`src/rtl/hs_rx_capture.sv`:
```
// Receive-side capture for the clk_a -> clk_b request/acknowledge handshake.
// Synchronizes req_in, captures one word per request into a FIFO, and returns ack_out.
module hs_rx_capture #(
    parameter int DATA_W      = 32,
    parameter int FIFO_DEPTH  = 4,
    parameter int SYNC_STAGES = 2
) (
    input  logic                            clk_b,
    input  logic                            rst,
    input  logic                            req_in,
    input  logic [DATA_W-1:0]               data_in,
    output logic                            ack_out,
    output logic [DATA_W-1:0]               rd_data,
    output logic                            rd_valid,
    input  logic                            rd_ready,
    output logic [$clog2(FIFO_DEPTH):0]     fifo_count,
    output logic [7:0]                      drop_cnt,
    output logic                            overflow
);

    localparam int AW = $clog2(FIFO_DEPTH);
    localparam int CW = AW + 1;
    localparam logic [CW-1:0] DEPTH_C = CW'(FIFO_DEPTH);

    typedef enum logic [1:0] {
        IDLE,
        CAPTURE,
        ACK
    } state_t;

    function automatic logic [7:0] sat_inc8(input logic [7:0] v);
        return (v == 8'hFF) ? v : v + 8'd1;
    endfunction

    state_t                  state;
    logic [SYNC_STAGES-1:0]  sync_p;
    logic                    req_s;
    logic [DATA_W-1:0]       mem [FIFO_DEPTH];
    logic [AW-1:0]           wr_ptr;
    logic [AW-1:0]           rd_ptr;
    logic                    rd_fire;
    logic                    has_space;
    logic                    wr_en;
    logic                    drop;

    // Synchronizer: req_in is only ever sampled by the first flop of this chain
    always_ff @(posedge clk_b or posedge rst) begin
        if (rst) begin
            sync_p <= '0;
        end else begin
            sync_p <= {sync_p[SYNC_STAGES-2:0], req_in};
        end
    end

    assign req_s = sync_p[SYNC_STAGES-1];

    // A read on the same edge frees the slot the capture needs
    assign rd_valid  = (fifo_count != '0);
    assign rd_fire   = rd_valid & rd_ready;
    assign has_space = (fifo_count < DEPTH_C) || rd_fire;
    assign wr_en     = (state == CAPTURE) && has_space;
    assign drop      = (state == CAPTURE) && !has_space;
    assign rd_data   = mem[rd_ptr];

    always_ff @(posedge clk_b or posedge rst) begin
        if (rst) begin
            state   <= IDLE;
            ack_out <= 1'b0;
        end else begin
            case (state)
                IDLE: begin
                    ack_out <= 1'b0;
                    if (req_s) begin
                        state <= CAPTURE;
                    end
                end
                CAPTURE: begin
                    state   <= ACK;
                    ack_out <= 1'b1;
                end
                ACK: begin
                    if (!req_s) begin
                        state   <= IDLE;
                        ack_out <= 1'b0;
                    end
                end
                default: begin
                    state   <= IDLE;
                    ack_out <= 1'b0;
                end
            endcase
        end
    end

    always_ff @(posedge clk_b or posedge rst) begin
        if (rst) begin
            mem        <= '{default: '0};
            wr_ptr     <= '0;
            rd_ptr     <= '0;
            fifo_count <= '0;
        end else begin
            if (wr_en) begin
                mem[wr_ptr] <= data_in;
                wr_ptr      <= wr_ptr + AW'(1);
            end
            if (rd_fire) begin
                rd_ptr <= rd_ptr + AW'(1);
            end
            case ({wr_en, rd_fire})
                2'b10:   fifo_count <= fifo_count + CW'(1);
                2'b01:   fifo_count <= fifo_count - CW'(1);
                default: fifo_count <= fifo_count;
            endcase
        end
    end

    always_ff @(posedge clk_b or posedge rst) begin
        if (rst) begin
            drop_cnt <= 8'd0;
            overflow <= 1'b0;
        end else if (drop) begin
            drop_cnt <= sat_inc8(drop_cnt);
            overflow <= 1'b1;
        end
    end

endmodule

```
`config.mk`:
```
export PLATFORM = sky130hd
export DESIGN_NAME = hs_rx_capture
export DESIGN_NICKNAME = d
export VERILOG_FILES = /design/src/rtl/hs_rx_capture.sv
export SDC_FILE = /design/constraint.sdc
export NUM_CORES = 1
export LEC_CHECK = 0
export CAP_MARGIN = 25
export CORE_MARGIN = 3
export CORE_UTILIZATION = 56
export DETAILED_ROUTE_END_ITERATION = 10
export PLACE_DENSITY = 0.8
export SYNTH_ARGS = -nofsm -noshare
export SYNTH_HDL_FRONTEND = slang
export SYNTH_SLANG_ARGS = --single-unit
```
`constraint.sdc`:
```
create_clock -name clk_b -period 5.7 [get_ports clk_b]
set_input_delay 0.855 -clock clk_b [delete_from_list [all_inputs] [get_ports clk_b]]
set_output_delay 0.855 -clock clk_b [all_outputs]
set_load 0.03 [all_outputs]
```
==> results.py <==
metrics = {
    "synth": {
        "async_reset_ff_frac": 1.00,
        "postSynthCellCount": 399,
        "synth_top_area_cell": "dfrtp_1",
        "mappedNetlistArea_mm2": 0.00671,
        "synth_nets": 442,
        "yosys_register_bits": 149,
        "synth-adder-area-share": 0.0142,
        "post_synth_mux_area_share": 0.351,
        "basic_gate_share_of_the_synthesized_area_counting_and_or_nand_and_nor_cells": 0.0287,
        "yosysWarningCount": 0,
        "synthTopCellsByArea": "dfrtp_1 56%, mux2_2 14%, mux4_2 11%",
        "synthesized_area_fraction_occupied_by_ao_oa_aoi_and_oai_cells": 0.00839,
        "synth_edf_count": 0,
        "synth_sequential_area_ratio": 0.555,
        "synth-xor-area-share": 0.0117,
        "synth_top_family_by_area": "multiplexers",
        "synth_largest_type_area_fraction": 0.555,
        "synth.distinct_cells": 30,
        "ys.flop_type": "dfrtp_1",
        "syn_area_per_cell_um2": 16.8,
    },
    "routing": {
        "drtIter0Drc": 210,
        "drt-vias-per-instance": 5.68,
        "drc": 0,
        "ant_nets": 0,
        "routedWlPerCell_um": 20.1,
        "drt-total-wl_um": 12800,
        "drtPass1Iterations": 4,
        "vias": 3621,
    },
    "power": {
        "post-layout-total-power_w": 0.00544,
        "power_per_cell_area_mw_per_mm2": 662,
        "peakVddDrop_mv": 0.442,
        "leakagePower_nw": 3.76,
    },
    "job": {
        "drv.max_cap_violation_count": 0,
    },
    "worst_setup_path": {
        "cp-start-kind": "flop",
        "worstPathMaxFanout": 19,
        "startpoint_to_endpoint_class_of_the_critical_path": "flop to output port",
        "timing.reg2reg.worst_path_depth": 8,
        "endpoint_kind": "output port",
        "arrival_ns": 2.81,
        "worst_ep_required_time_ns": 4.85,
    },
    "floorplanning": {
        "chipWidth_um": 115,
        "dieHeight_um": 115,
        "initial_utilization": 0.581,
        "ios": 82,
        "core_area_mm2": 0.0116,
        "row_count": 39,
        "die-area_mm2": 0.0133,
    },
    "clock_tree": {
        "cts_buffers": 17,
        "number_of_cells_upsized_or_downsized_after_cts": 0,
        "clk-insertion-delay-late_ns": 0.42,
        "cts.clk_slew.worst_paths_ns": 0.06,
        "worst_case_clock_buffer_depth": 2,
        "cts_tree": "yes",
        "cts_post_setup_buffers_inserted": 0,
        "cts.sink_count": 149,
        "cts-root-buf": "clkbuf_16",
        "postCtsHoldBufs": 0,
        "htree_levels": 4,
    },
    "sta": {
        "slew_headroom": 0.384,
        "max_freq_mhz": 273,
        "drv_slew": 0,
        "setup_slack_ns": 2.03,
        "final.setup_skew_ns": 0.00987,
        "hold_violations": 0,
        "final.period_utilization": 0.644,
        "min_clock_period_post_route_ns": 3.67,
        "accumulated_negative_setup_slack_ns": 0,
        "worst_max_slew_pin_slew_ns": 0.923,
        "finalSetupViolations": 0,
        "rsz0062_at_grt": "no",
    },
    "layout": {
        "layout-drive-gt1-share": 0.402,
        "final_core_utilization": 0.711,
        "finish.net_count": 525,
        "syn_to_final_growth_pct": 22.4,
        "final_common_cell": "dfrtp_1",
        "layout.cells.most_common_list": "147 x dfrtp_1, 82 x mux2_2, 81 x clkdlybuf4s50_1, 40 x mux2_4, 32 x mux4_2",
        "antenna_cells_inserted": 0,
    },
    "min_path": {
        "hold_depth": 0,
        "min-delay-path-class": "flop to flop",
    },
    "place": {
        "dpl.hpwl_um": 7750,
        "pre_cts_slack_ns": 2.39,
        "gp_congestion": 0.743,
        "port_buffers": 81,
    },
    "global_route": {
        "grt_overflow": 0,
        "antenna_violations_before_repair": 0,
        "grt_start_max_net_pins": 117,
        "first_global_vias": 3977,
        "groute.usage.overall": 0.210,
        "grt_first_pass_wirelength_um": 21100,
    },
    "run_status": {
        "outcome": "completed",
    },
}
==> state kept, by name, indices dropped and copies added (netlist names) <==
register / count
sync_p: 2
fifo_count: 3
wr_ptr: 2
mem: 128
state: 2
drop_cnt: 8
ack_out: 1
overflow: 1
rd_ptr: 2
==> report_power, final <==
group | switching [W] | total, W | internal [W] | leakage (nW)
registers | 0.000361 | 0.00190 | 0.00154 | 1.83
logic | 0.00104 | 0.00234 | 0.00131 | 1.61
clock network | 0.000420 | 0.00119 | 0.000775 | 0.319
==> cell usage after synthesis, drive strengths merged (2+ instances only) <==
cell type,number
xnor2,4
inv,10
dfrtp,149
buf,16
nand4,2
a21oi,4
nor3,2
nand2,10
xor2,5
ha,6
nand3,4
o21ai,5
mux4,32
nor2,6
mux2,130
clkbuf,4
mux2i,2
==> critical path, stage by stage, from the launching register on <==
cell and delay, ns:
dfrtp_2 0.72, buf_4 0.47, mux4_2 0.57, clkdlybuf4s50_1 0.61
==> cells by family after synthesis <==
kind of cell | Yosys count
muxes | 164
and+or+nand+nor | 31
AOI/OAI and AO/OA | 9
adders and majority gates | 7
DFF | 149
buffers and inverters | 30
xor gates and xnor gates | 9
==> path summary, 6_finish.rpt <==
path	from	end	slack, ns
min in group asynchronous	rst	mem[112]	0.72
max reg2reg	fifo_count[2]	fifo_count[2]	3.63
min reg2reg	sync_p[0]	sync_p[1]	0.35
max	rd_ptr[0]	rd_data[24]	2.03
min	sync_p[0]	sync_p[1]	0.35
max in group asynchronous	rst	rd_ptr[1]	4.25
==> area by class of cell <==
class                      instances  area, um2
clock buffer                      22        484
clock inverter                    10        150
fill                             794       3350
inverter                          10       42.5
multi-input combinational        220       2780
sequential                       149       3730
tap                              143        179
timing repair buffer              84        853
==> metal layers <==
layer  vias to the layer above  global-route usage  wire length [um]
met1                      1922               0.277              5770
met4                         0              0.0493                59
li1                       1621                   -                 -
met3                         5              0.0726               572
met5                         -                   0                 0
met2                        73               0.340              6410
==> stage by stage <==
step / cells / cell area (um2) / hold slack (ns)
2_1_floorplan: 399 / 6710 / 0.331
3_3_place_gp: 605 / 7560 / 0.335
3_5_place_dp: 605 / 7560 / 0.339
4_1_cts: 637 / 8190 / 0.352
5_1_grt: 638 / 8220 / 0.372
6_report: 638 / 8220 / 0.352
Power figures use the tool's default switching activity.
